**config.mk**
```make
export PLATFORM = sky130hd
export DESIGN_NAME = mcu_core_nbit
export DESIGN_NICKNAME = d
export VERILOG_FILES = /design/src/rtl/mcu_core_nbit.sv
export SDC_FILE = /design/constraint.sdc
export NUM_CORES = 1
export LEC_CHECK = 0
export CORE_MARGIN = 8
export CORE_UTILIZATION = 29
export CTS_CLUSTER_DIAMETER = 50
export CTS_CLUSTER_SIZE = 12
export DETAILED_ROUTE_END_ITERATION = 7
export PLACE_DENSITY = 0.51
export SKIP_CTS_REPAIR_TIMING = 1
export SYNTH_ARGS = -nofsm -noshare
export SYNTH_HDL_FRONTEND = slang
export SYNTH_SLANG_ARGS = --single-unit
```
**constraint.sdc**
```tcl
create_clock -name Clk -period 4.2 [get_ports Clk]
set_input_delay 0.84 -clock Clk [delete_from_list [all_inputs] [get_ports Clk]]
set_output_delay 0.84 -clock Clk [all_outputs]
set_load 0.05 [all_outputs]
```
**src/rtl/mcu_core_nbit.sv**
```systemverilog
// mcu_core_nbit -- parametrised accumulator MCU core.
//
// Fetches one instruction per request over a req/valid handshake, then
// executes it in a single EXEC cycle against the accumulator, register file
// and Z/C flags. FSM: IDLE -> FETCH -> EXEC -> FETCH ... -> HALT.
//
// Parameters:
//   DATA_W  accumulator / register / ALU width
//   REG_AW  register-file address width (2^REG_AW registers), operand width
//   PC_W    program-counter width (must be >= REG_AW)
//
// Ports:
//   Clk         system clock, rising edge
//   Reset       asynchronous active-low reset
//   pc_clr      synchronous restart: PC <- 0, state <- FETCH
//   imem_req    fetch request (high in FETCH)
//   imem_addr   fetch address (current PC)
//   imem_valid  instruction data valid (only sampled in FETCH)
//   imem_data   instruction word {opcode[3:0], operand[REG_AW-1:0]}
//   acc_out     accumulator
//   flag_z      zero flag
//   flag_c      carry / borrow flag
//   halted      high while in HALT
//
// Optional feature (macro MCU_RETIRE_EN):
//   retire      one-cycle pulse after each completed EXEC
//   retire_pc   fetch address of the retired instruction
module mcu_core_nbit #(
    parameter int unsigned DATA_W = 8,
    parameter int unsigned REG_AW = 4,
    parameter int unsigned PC_W   = 8
) (
    input  logic              Clk,
    input  logic              Reset,
    input  logic              pc_clr,
    output logic              imem_req,
    output logic [PC_W-1:0]   imem_addr,
    input  logic              imem_valid,
    input  logic [REG_AW+3:0] imem_data,
    output logic [DATA_W-1:0] acc_out,
    output logic              flag_z,
    output logic              flag_c,
    output logic              halted
`ifdef MCU_RETIRE_EN
    ,
    output logic              retire,
    output logic [PC_W-1:0]   retire_pc
`endif
);

    localparam int unsigned NREG = 1 << REG_AW;

    typedef enum logic [1:0] {S_IDLE, S_FETCH, S_EXEC, S_HALT} state_t;

    typedef enum logic [3:0] {
        OP_NOP = 4'h0, OP_LDI = 4'h1, OP_LDR = 4'h2, OP_STR = 4'h3,
        OP_ADD = 4'h4, OP_SUB = 4'h5, OP_AND = 4'h6, OP_OR  = 4'h7,
        OP_XOR = 4'h8, OP_NOT = 4'h9, OP_SHL = 4'hA, OP_SHR = 4'hB,
        OP_JMP = 4'hC, OP_JMPR = 4'hD, OP_JZ = 4'hE, OP_HLT = 4'hF
    } op_t;

    state_t              r_state, w_next;
    logic [PC_W-1:0]     r_pc;
    logic [REG_AW+3:0]   r_ir;
    logic [DATA_W-1:0]   r_acc;
    logic                r_z, r_c;
    logic [DATA_W-1:0]   r_regs [NREG];

    op_t                 w_op;
    logic [REG_AW-1:0]   w_opnd;
    logic [DATA_W-1:0]   w_rdat;
    logic [DATA_W-1:0]   w_acc_n;
    logic [DATA_W:0]     w_sum;
    logic                w_z_n, w_c_n, w_flag_upd;
    logic                w_wr, w_jmp;
    logic [PC_W-1:0]     w_jpc;

    assign w_op   = op_t'(r_ir[REG_AW+3:REG_AW]);
    assign w_opnd = r_ir[REG_AW-1:0];
    assign w_rdat = r_regs[w_opnd];

    assign imem_req  = (r_state == S_FETCH);
    assign imem_addr = r_pc;
    assign halted    = (r_state == S_HALT);
    assign acc_out   = r_acc;
    assign flag_z    = r_z;
    assign flag_c    = r_c;

    // Execute datapath: results are only committed when r_state == S_EXEC.
    always_comb begin
        w_acc_n    = r_acc;
        w_sum      = '0;
        w_c_n      = r_c;
        w_z_n      = r_z;
        w_flag_upd = 1'b0;
        w_wr       = 1'b0;
        w_jmp      = 1'b0;
        w_jpc      = r_pc;
        case (w_op)
            OP_NOP: ;
            OP_LDI: w_acc_n = DATA_W'(w_opnd);
            OP_LDR: w_acc_n = w_rdat;
            OP_STR: w_wr = 1'b1;
            OP_ADD: begin
                w_sum      = {1'b0, r_acc} + {1'b0, w_rdat};
                w_acc_n    = w_sum[DATA_W-1:0];
                w_c_n      = w_sum[DATA_W];
                w_flag_upd = 1'b1;
            end
            OP_SUB: begin
                // Zero-extended difference: the extra top bit is the borrow.
                w_sum      = {1'b0, r_acc} - {1'b0, w_rdat};
                w_acc_n    = w_sum[DATA_W-1:0];
                w_c_n      = w_sum[DATA_W];
                w_flag_upd = 1'b1;
            end
            OP_AND: begin w_acc_n = r_acc & w_rdat; w_c_n = 1'b0; w_flag_upd = 1'b1; end
            OP_OR:  begin w_acc_n = r_acc | w_rdat; w_c_n = 1'b0; w_flag_upd = 1'b1; end
            OP_XOR: begin w_acc_n = r_acc ^ w_rdat; w_c_n = 1'b0; w_flag_upd = 1'b1; end
            OP_NOT: begin w_acc_n = ~r_acc;         w_c_n = 1'b0; w_flag_upd = 1'b1; end
            OP_SHL: begin w_acc_n = r_acc << 1; w_c_n = r_acc[DATA_W-1]; w_flag_upd = 1'b1; end
            OP_SHR: begin w_acc_n = r_acc >> 1; w_c_n = r_acc[0];        w_flag_upd = 1'b1; end
            OP_JMP:  begin w_jmp = 1'b1; w_jpc = PC_W'(w_opnd); end
            // Cast truncates or zero-extends the register to PC width.
            OP_JMPR: begin w_jmp = 1'b1; w_jpc = PC_W'(w_rdat); end
            OP_JZ:   begin w_jmp = r_z;  w_jpc = PC_W'(w_opnd); end
            OP_HLT: ;
            default: ;
        endcase
        if (w_flag_upd) begin
            w_z_n = (w_acc_n == '0);
        end
    end

    always_comb begin
        w_next = r_state;
        case (r_state)
            S_IDLE:  w_next = S_FETCH;
            S_FETCH: if (imem_valid) w_next = S_EXEC;
            S_EXEC:  w_next = (w_op == OP_HLT) ? S_HALT : S_FETCH;
            S_HALT:  w_next = S_HALT;
            default: w_next = S_IDLE;
        endcase
        if (pc_clr) begin
            w_next = S_FETCH;
        end
    end

    always_ff @(posedge Clk or negedge Reset) begin
        if (!Reset) begin
            r_state <= S_IDLE;
        end else begin
            r_state <= w_next;
        end
    end

`ifdef MCU_RETIRE_EN
    logic [PC_W-1:0] r_ir_pc;
    logic            r_retire;
    logic [PC_W-1:0] r_retire_pc;
    assign retire    = r_retire;
    assign retire_pc = r_retire_pc;

    always_ff @(posedge Clk or negedge Reset) begin
        if (!Reset) begin
            r_ir_pc     <= '0;
            r_retire    <= 1'b0;
            r_retire_pc <= '0;
        end else begin
            r_retire <= 1'b0;
            if (!pc_clr) begin
                if (r_state == S_FETCH && imem_valid) begin
                    r_ir_pc <= r_pc;
                end
                if (r_state == S_EXEC) begin
                    r_retire    <= 1'b1;
                    r_retire_pc <= r_ir_pc;
                end
            end
        end
    end
`endif

    // pc_clr suppresses both the fetch capture and the EXEC commit.
    always_ff @(posedge Clk or negedge Reset) begin
        if (!Reset) begin
            r_pc  <= '0;
            r_ir  <= '0;
            r_acc <= '0;
            r_z   <= 1'b0;
            r_c   <= 1'b0;
            for (int unsigned i = 0; i < NREG; i++) begin
                r_regs[i] <= '0;
            end
        end else if (pc_clr) begin
            r_pc <= '0;
        end else begin
            case (r_state)
                S_FETCH: begin
                    if (imem_valid) begin
                        r_ir <= imem_data;
                        r_pc <= r_pc + PC_W'(1);
                    end
                end
                S_EXEC: begin
                    r_acc <= w_acc_n;
                    r_z   <= w_z_n;
                    r_c   <= w_c_n;
                    if (w_wr) begin
                        r_regs[w_opnd] <= r_acc;
                    end
                    if (w_jmp) begin
                        r_pc <= w_jpc;
                    end
                end
                default: ;
            endcase
        end
    end

endmodule

```
Word-level counts from Yosys, hierarchy flattened
Index checks and enable logic that the tools add are counted.

operators by class
  $add $sub $neg = 3
  bitwise logic cells = 6
  equal/unequal tests = 21
  reductions and logical operators = 15
  multiplexer cells = 20
  order comparisons = 2

operator list
  cell                                                  number
  bitwise mux 128 bit                                   1
  case mux 8 bit (10 select lines)                      1
  2-to-1 mux 8 bit                                      6
  binary-select mux 8 bit (select 4 bit)                1
  demux 8 bit (select 4 bit)                            1
  equality test 4 bit (second input constant)           8
  case mux 8 bit (2 select lines)                       2
  equality test 4 x 3 -> 1 bit (second input constant)  4
  AND reduction 3 bit                                   4
  adder 8 x 8 -> 9 bit                                  1
  subtractor 8 x 8 -> 9 bit                             1
  adder 8 x 1 -> 8 bit (second input constant)          1
  bitwise AND 8 bit                                     1
  equality test 4 x 2 -> 1 bit (second input constant)  2
  logical NOT 8 bit                                     1
  NOT 8 bit                                             1
  OR 8 bit                                              1
  case mux 2 bit (4 select lines)                       1
  OR reduction 8 bit                                    1
  XOR 8 bit                                             1
  2-to-1 mux 2 bit                                      3
  >= comparator 5 bit (second input constant)           1
  < comparator 5 x 1 -> 1 bit (second input constant)   1
  NOT 4 -> 5 bit                                        1
  18 further kinds                                      21

word-level totals
  output and inout bits = 20
  flip-flop bits (word level) = 156

Logic depth before layout (Yosys ltp)
  depth after elaboration = 8
  gate-level depth with buffers = 14
  mapped depth without buffers = 12

Least setup slack after synthesis
OpenSTA, ideal clock, no wires.

  kind = register to register
  start point = reg r_ir[0]
  end point = reg r_z, in the netlist flag_z
  cell stages (with the launch flop) = 13
  buffers on the path = 3
  data required time = 4.108 ns
  period minus slack after synthesis = 3.967 ns
  slack = 0.233 ns
  data arrival time = 3.876 ns
  cell sequence = dfrtp_1 buf_6 clkbuf_1 mux4_2 mux4_2 inv_1 ha_1 clkbuf_1 mux4_2 a222oi_1 o21ai_0 or3_1 o31ai_2

between the ends
  longest elaborated chain between the ends = 7

ends and longest elaborated chain
  item                                                     line  RTL
  start, declared                                          64    logic [REG_AW+3:0] r_ir;
  start signal, assigned                                   201   r_ir <= imem_data;
  NOT 4 -> 5 bit (implied by the code)                     80    assign w_rdat = r_regs[w_opnd];
  binary-select mux 8 bit (select 4 bit)                   80
  2-to-1 mux 8 bit (implied by the code) (2 in a row)      80
  subtractor 8 x 8 -> 9 bit, or another cell as far along  112   w_sum = {1'b0, r_acc} - {1'b0, w_rdat};
  case mux 8 bit (10 select lines) *                       99    case (w_op)
  logical NOT 8 bit *                                      131   w_z_n = (w_acc_n == '0);
  end signal, assigned                                     207   r_z <= w_z_n;
  end, declared                                            66    logic r_z, r_c;

Every way passes the cells marked *; elsewhere a longest branch is shown, timed or not. The select of a mux whose other input is x is not followed.
A chain may end at the register's enable or synchronous reset.

Worst setup path in the final report
Ends and elaborated chain as after synthesis.

==> flow_metrics.py <==
metrics = {
    "placed_design": {
        "port-buffer-count": 31,
        "dpl.hpwl_mm": 18.1,
        "place.gp.congestion": 0.876,
    },
    "clock_tree": {
        "htree_levels": 4,
        "path_clk_slew_ps": 70,
        "cts.sinks": 156,
        "cts-root-buf": "clkbuf_16",
        "cts_tree": "done",
        "worstSkewPairLatency_ps": 430,
        "cts_buffer_depth": 2,
        "numCtsBuffers": 17,
    },
    "die": {
        "coreArea_um2": 29700,
        "die-area_um2": 36000,
        "die_y_um": 190,
        "core.rowCount": 63,
        "start_util": 0.295,
        "io_pins": 32,
        "fp.dieW_um": 190,
    },
    "yosys": {
        "syn_inst": 780,
        "yosys_warnings": 0,
        "yosys_register_bits": 156,
        "yosys-top-cells-count": "dfrtp_1 (156), mux2_2 (97), nand2_1 (73)",
        "synth_edf_count": 0,
        "yosysTopAreaCell": "dfrtp_1",
        "synth_area_leaders": "dfrtp_1 (45%), mux2_2 (12%), mux4_2 (8.5%)",
        "netlist_area_um2": 8760,
        "synth_cell_types": 63,
        "synth_top_area_frac": 0.446,
        "yosys.cell_count.top_type": "dfrtp_1",
        "synth_ff_type": "dfrtp_1",
        "postSynthAreaPerCell_um2": 11.2,
        "syn_nets": 820,
        "async_reset_ff_frac": 1.00,
        "ys_seq_area_frac": 0.446,
    },
    "grt": {
        "grt_first_pass_wirelength_mm": 40.2,
        "antenna_found_initial": 0,
        "grt-ovfl-total": 0,
        "grt_max_degree": 93,
        "grt_use_total": 0.143,
        "grt_pass1_vias": 6651,
    },
    "setup_path": {
        "crit_top_cell": "mux4_2",
        "criticalPathCategory": "flop to flop",
        "crit_chain": "buf_12 > mux4_2 > mux4_2 > inv_1 > ha_1 > mux4_2 > a222oi_1 > o21ai_0 > or3_1 > o31ai_2",
        "worst-r2r-setup-slack_ps": 250,
        "critPathMaxFanout": 15,
        "cp.depth": 10,
        "r2r.worst_path.cells": 10,
        "startpoint_type": "flop",
        "r2r-end": "flag_z$_DFFE_PN0P_",
        "crit_path_end_kind": "flop",
        "cp_slowest_stage_delay_ps": 570,
        "path_buf_inv": 2,
        "cpLargestDelayFamily": "multiplexers",
        "r2r_start": "r_ir[0]$_DFFE_PN0P_",
        "cp_data_arrival_time_ps": 4280,
        "slowest_stage": "mux4_2",
        "required_ps": 4530,
    },
    "cells_and_area": {
        "multiInputGateArea_um2": 4570,
        "nFillCells": 2947,
        "num_antenna_cells": 0,
        "syn_to_final_growth_pct": 17.6,
        "regArea_um2": 3910,
        "drive_above_1_share": 0.260,
        "fin_nets": 859,
    },
    "route": {
        "drt_wl_total_mm": 25.0,
        "drc": 0,
        "drtAntennaViolNets": 0,
        "wl_per_cell_um": 20.5,
        "via_per_inst": 5.23,
        "first_pass_iters": 5,
        "num_vias": 6389,
        "drtIter0Drc": 439,
    },
    "worst_hold_path": {
        "holdCritPathClass": "input pin to asynchronous set/reset pin",
    },
    "timing": {
        "final_max_slew_viol_count": 0,
        "min_period_ps": 3950,
        "finalClockSkew_ps": 9.28,
        "maxSlewHeadroom": 0.349,
        "max_freq_mhz": 253,
        "setup_viol": 0,
        "tns_ps": 0,
        "rsz0062_at_grt": "no",
        "period_share": 0.940,
        "max_slew.worst_pin.slew_ps": 976,
        "hold_slack_ps": 461,
        "hold_violations": 0,
    },
    "power": {
        "ir_drop_uv": 266,
        "leakage_uw": 0.00455,
        "power.density_nw_per_um2": 499,
    },
    "run_status": {
        "status": "completed",
    },
    "run": {
        "drv_cap": 0,
    },
}
[state kept, by name (all words and copies together) (netlist names)]
register,flops
r_regs,128
flag_c,1
r_ir,8
acc_out,8
imem_addr,8
r_state,2
flag_z,1
[cell families (layout without fill, tap and decap cells)]
logic type,Yosys count,after routing,synth area share
AO/OA/AOI/OAI,180,180,0.139
XOR/XNOR,4,4,0.00400
adder cells (fa/ha/maj),28,28,0.0417
buffers and inverters,73,125,0.0336
flip-flops,156,156,0.446
multiplexers,146,146,0.235
AND/OR/NAND/NOR,193,193,0.101
[per-stage QoR]
stage               power [uW]  instance area (um2)  setup slack, ps  utilization  instances
finish                    5140                10300              250        0.347       1222
floorplan                 2860                 8760              233            -        780
global placement          3550                 9690              345        0.326       1190
detailed placement        3530                 9690              258        0.326       1190
global route              5410                10300             55.3        0.347       1222
CTS                       5180                10300              244        0.347       1222
[metal layers]
metal	vias up	GRT usage	part of all wire
met3	32	0.0273	0.035
li1	2960	-	-
met2	151	0.232	0.48
met1	3246	0.192	0.47
met5	-	0	0
met4	0	0.0451	0.021
[worst reg2reg max path: stages, from the launching register on]
cell      delay (ps)
dfrtp_2          530
buf_12           220
mux4_2           510
mux4_2           570
inv_1            120
ha_1             320
mux4_2           470
a222oi_1         320
o21ai_0          170
or3_1            400
o31ai_2          240
[layout make-up]
cell class	instances	area share
multi-input cells	551	0.443
flip-flops and latches	156	0.379
repair buffers	67	0.0613
well taps	390	0.0474
clock buffers	18	0.0416
clock inverters	14	0.0176
inverters	26	0.00959
[placed cells by master (no fill, tap or decap), types with 4 or more instances in the layout]
cell and instances:
dfrtp_1 154, mux2_2 97, nand2_1 73, o21ai_0 66, nor2_1 52, mux4_2 33
buf_4 32, clkdlybuf4s50_1 30, a21oi_1 29, ha_1 26, inv_1 24, clkbuf_16 17
nand2b_1 13, nor2b_1 12, mux2i_1 12, a22oi_1 10, nand3_1 10, a31oi_1 8
and3_1 7, a221oi_1 7, a22o_1 6, nor3_1 6, a211oi_1 6, o32ai_1 6
a21o_1 5, inv_6 5, and2_1 4, mux4_1 4, or2_2 4, buf_12 4
[power by group]
| group | total [uW] | switching (uW) | internal, uW |
|---|---|---|---|
| sequential | 1740 | 164 | 1570 |
| combinational | 1780 | 1140 | 641 |
| clock | 1620 | 671 | 949 |
[worst max path at each step]
| stage | startpoint | endpoint | slack [ps] |
|---|---|---|---|
| 6_report | r_ir[0]$_DFFE_PN0P_ | flag_z$_DFFE_PN0P_ | 250 |
| 5_1_grt | r_ir[0]$_DFFE_PN0P_ | flag_z$_DFFE_PN0P_ | 60 |
| 4_1_cts | r_ir[0]$_DFFE_PN0P_ | flag_z$_DFFE_PN0P_ | 240 |
| 3_5_place_dp | r_ir[0]$_DFFE_PN0P_ | flag_z$_DFFE_PN0P_ | 260 |
| 3_3_place_gp | r_ir[0]$_DFFE_PN0P_ | flag_z$_DFFE_PN0P_ | 340 |
| 2_1_floorplan | r_ir[0]$_DFFE_PN0P_ | flag_z$_DFFE_PN0P_ | 230 |
(Power assumes the default switching activity.)
==> RTL edit 1 (same settings) <==
Build with the macro `MCU_RETIRE_EN` defined.
--- a/src/rtl/mcu_core_nbit.sv
+++ b/src/rtl/mcu_core_nbit.sv
@@ -25,6 +25,8 @@
 // Optional feature (macro MCU_RETIRE_EN):
 //   retire      one-cycle pulse after each completed EXEC
 //   retire_pc   fetch address of the retired instruction
+`define MCU_RETIRE_EN
+
 module mcu_core_nbit #(
     parameter int unsigned DATA_W = 8,
     parameter int unsigned REG_AW = 4,
Behaviour (old outputs only; new: retire and retire_pc): no difference found for any inputs over 4 cycles, from zero or initial values and one cycle with Reset low; that may be too few to reach the edited logic, so the function may still have changed.
==> RTL edit 1 against the unedited design <==
Core utilization shrank 0.076 points. Setup slack better by 0.046 ns. Total power rose by 4.6%. Combinational power rose by 2%. Sequential share of layout area grew 0.85 points. Sequential cell count rose by 17. Synthesized area increased by 7.7%. Cell area rose by 8.4%. Critical path depth rose by 3. Wire length is 12% higher. Synthesized cell count is 12% higher. Critical path type unchanged.
==> RTL edit 1: results (changes against the unedited design) <==
Run status
  • Status: finished clean

Power
  • Clock power share: 0.306 (-0.009)
  • Sw Share: 0.398 (+0.0133)
  • Combinational share of power: 0.339 (-0.008)
  • P_leak: 4.91 nW (+8.0%)

Global routing
  • Pin count of the biggest net entering global routing: 85 (-8.6%)
  • First-pass GRT wire length: 44.1 mm (+9.5%)
  • Vias in the first global route: 7259 (+9.1%)
  • Global Route Usage Sum: 0.148 (+0.00465)

Place
  • Number of buffers added on ports: 40 (+29%)
  • Cell area after placement: 10600 µm² (+8.9%)
  • Dpl hpwl: 19.6 mm (+8.2%)

Worst setup path
  • Worst-path fanout max: 10 (-5)
  • Worst reg2reg path depth: 13 (+3)
  • Critical path's largest stage delay: 0.53 ns (-0.04 ns)
  • WP data arrival: 4.25 ns (-0.03 ns)

Synthesis
  • Sequential area share after synthesis: 0.459 (+0.0134)
  • Synth Area in Adders: 0.0374 (-0.00429)
  • Xor/xnor share of the synthesized area: 0.00186 (-0.00214)
  • Synth top area cells: dfrtp_1 (46%), mux2_2 (13%), mux4_2 (8.4%), nand2_1 (4.6%), o21ai_0 (4.5%)
  • Top cells by count, synth: dfrtp_1 (173), nand2_1 (115), mux2_2 (105)
  • Mux cell area share after synthesis: 0.219 (-0.0167)

Layout
  • Sequential share of cell area: 0.388 (+0.00854)
  • Layout clock area frac: 0.0557 (-0.00359)
  • Inverter count of the layout excluding clock inverters: 31 (+19%)
  • Bufs w/o clock: 86 (+28%)
  • Signal buf overhead: 0.0702 (+0.00890)
  • Final nets: 959 (+12%)
  • Multi-input combinational area share: 0.427 (-0.0168)

Route
  • Met2 WL: 12.8 mm (+6.7%)
  • Iter 0 DRT Violations: 740 (+69%)
  • Met3 Routed Length: 1.48 mm (+71%)

Clocking
  • # clock sinks: 173 (+11%)
==> RTL edit 1: changes by cell type in the layout (fill, tap and decap cells not counted), moves of 11 or more <==
cell,delta
nand2_1,+42
dfrtp_1,+18
o21ai_0,+18
nor2_1,-14
nor3_1,+13
buf_4,+11
==> RTL edit 1: layer usage <==
layer	vias up	global-route usage
li1	3261	-
met1	3557	0.199
met2	209	0.234
met3	48	0.0300
met4	0	0.0533
met5	-	0
==> RTL edit 1: through the flow <==
stage	std cells	hold slack, ns	power [mW]	setup slack, ns	util
3_3_place_gp	1343	0.449	3.76	0.341	0.327
2_1_floorplan	872	0.435	3.05	0.614	-
3_5_place_dp	1343	0.458	3.76	0.339	0.327
4_1_cts	1375	0.367	5.42	0.303	0.346
6_report	1375	0.372	5.38	0.296	0.346
5_1_grt	1375	0.402	5.66	0.0644	0.346
==> RTL edit 2 (same settings) <==
Without the edit above. The 4 states of `state_t` get a one-hot encoding in 4 bits.
--- a/src/rtl/mcu_core_nbit.sv
+++ b/src/rtl/mcu_core_nbit.sv
@@ -50,7 +50,7 @@
 
     localparam int unsigned NREG = 1 << REG_AW;
 
-    typedef enum logic [1:0] {S_IDLE, S_FETCH, S_EXEC, S_HALT} state_t;
+    typedef enum logic [3:0] {S_IDLE = 4'b0001, S_FETCH = 4'b0010, S_EXEC = 4'b0100, S_HALT = 4'b1000} state_t;
 
     typedef enum logic [3:0] {
         OP_NOP = 4'h0, OP_LDI = 4'h1, OP_LDR = 4'h2, OP_STR = 4'h3,
Formal check against the unedited RTL: no difference found for any inputs over 4 cycles, from zero or initial values and one cycle with Reset low; so few cycles prove little.
==> RTL edit 2 against the unedited design <==
Synthesized area rose by 0.77%. Cell area rose by 1.2%. Wire length rose by 7.2%. Global-route usage rose by 0.81 points. Via count rose by 7.0%. Setup slack improved by 0.065 ns. Sequential cell count rose by 2. Critical path depth rose by 5. Total power rose by 13%. Critical endpoint unchanged.
==> RTL edit 2: results (changes against the unedited design) <==
Place
  • Setup Slack @ Placement: 0.264 ns (+0.00632 ns)
  • RD Place Congestion: 0.912 (+4.1%)
  • Number of buffers added on ports: 31 (unchanged)
  • Dpl hpwl: 18.9 mm (+4.3%)
  • Cell area after placement: 9810 µm² (+1.2%)
  • Placed Instances: 1281 (+7.6%)

Synthesis
  • Synth top area cells: dfrtp_1 (45%), mux2_2 (8.2%), mux4_2 (7.1%), nand2_1 (6.0%), ha_1 (4.0%)
  • Post-synth cell types: 76 (+21%)
  • Xor/xnor share of the synthesized area: 0.00794 (+0.00394)
  • Mux cell area share after synthesis: 0.173 (-0.0623)
  • Top cells by count, synth: dfrtp_1 (157), nand2_1 (141), o21ai_1 (68)
  • Sequential area share after synthesis: 0.448 (+0.00240)
  • Async S/R FF share, synth: 1.00 (unchanged)
  • Synth Area in Adders: 0.0442 (+0.00252)
  • Compound-Gate Fraction of Synth Area: 0.158 (+0.0196)
  • Ys Warns: 0 (unchanged)
  • Synth Instances: 860 (+10%)
  • Net Count, Synth: 902 (+10%)

Global routing
  • Global Route Usage Sum: 0.151 (+0.00812)
  • Initial antenna violation count: 0 (unchanged)
  • Global routing usage on met1: 0.203 (+0.0114)
  • Pin count of the biggest net entering global routing: 92 (-1.1%)
  • Vias in the first global route: 6905 (+3.8%)
  • Met3 global-route usage: 0.0272 (-0.0000299)
  • First-pass GRT wire length: 42.3 mm (+5.1%)
  • M2 GR Usage: 0.240 (+0.00889)

STA
  • WHS: 0.479 ns (+0.0178 ns)
  • Clock skew: 0.0144 ns (+0.00508 ns)
  • Rel. slew slack: 0.382 (+0.0332)

Run status
  • Status: finished clean

Route
  • Met3 Routed Length: 1.45 mm (+68%)
  • First-pass iteration count of the detailed router: 7 (+2)
  • Total Wirelength: 26.8 mm (+7.2%)
  • Met2 WL: 12.5 mm (+4.3%)
  • Via count of the routed design: 6835 (+7.0%)
  • Metal1 wirelength: 12.1 mm (+4.2%)
  • Via/cell ratio: 5.21 (-0.43%)
  • Iter 0 DRT Violations: 498 (+13%)

Worst setup path
  • FF-to-FF End: flag_z
  • Worst reg2reg path depth: 15 (+5)
  • Worst Setup SP: r_ir[0]
  • Worst-path fanout max: 10 (-5)
  • WP data arrival: 4.20 ns (-0.08 ns)
  • Slack of the worst reg-to-reg path: 0.32 ns (+0.06 ns)

Layout
  • Largest register FFs: 128 (unchanged)
  • Largest register by flop count: r_regs
  • Final nets: 946 (+10%)
  • Share of cells above drive strength 1: 0.225 (-0.0350)

Clocking
  • Worst-Skew Late Latency: 0.43 ns (about the same)
  • Clk root buf: clkbuf_16
  • Htree depth: 4 (unchanged)
  • Clk slew on worst S/H paths: 0.07 ns (about the same)

Hold path
  • Worst Hold Class: in2async

Power
  • P_leak: 4.55 nW (about the same)
  • Peak VDD IR: 0.000267 V (+0.64%)
-- RTL edit 2: cell count changes after synthesis, moves of 9 or more --
cell	unedited run	this run
buf_2	3	12
mux2_2	97	64
nand2_1	73	141
nor2_1	52	31
o21ai_0	66	45
o21ai_1	0	68
-- RTL edit 2: critical path: stages (launching register included) --
cell and delay (ns):
dfrtp_4 0.55, buf_4 0.23, mux4_2 0.50, mux2_2 0.28, o21ai_2 0.24, buf_4 0.18
inv_1 0.04, ha_1 0.20, a21o_1 0.16, a21oi_1 0.35, o21ba_2 0.18, o221ai_1 0.13
xnor2_1 0.17, a21o_1 0.13, o21ai_0 0.15, a41o_1 0.27
-- RTL edit 2: report_power, final --
group,total (mW),leakage [nW],internal [mW],switching (mW)
Clock,1.61,0.298,0.914,0.696
Combinational,2.44,2.08,0.880,1.56
Sequential,1.78,2.17,1.60,0.182
-- RTL edit 2: how the worst max path moves through the flow --
| stage | endpoint | slack [ns] | cells past startpoint |
|---|---|---|---|
| floorplan | flag_z | 0.38 | 17 |
| global placement | flag_z | 0.28 | 15 |
| detailed placement | flag_z | 0.26 | 15 |
| CTS | flag_z | 0.24 | 15 |
| global route | flag_z | 0.05 | 15 |
| finish | flag_z | 0.32 | 15 |
-- RTL edit 2: cell type report --
| type | count | area, µm² |
|---|---|---|
| Inverter | 31 | 116 |
| Fill cell | 3093 | 19800 |
| Sequential cell | 158 | 3960 |
| Clock inverter | 14 | 179 |
| Multi-Input combinational cell | 610 | 4500 |
| Tap cell | 396 | 495 |
| Timing Repair Buffer | 86 | 737 |
| Clock buffer | 18 | 439 |
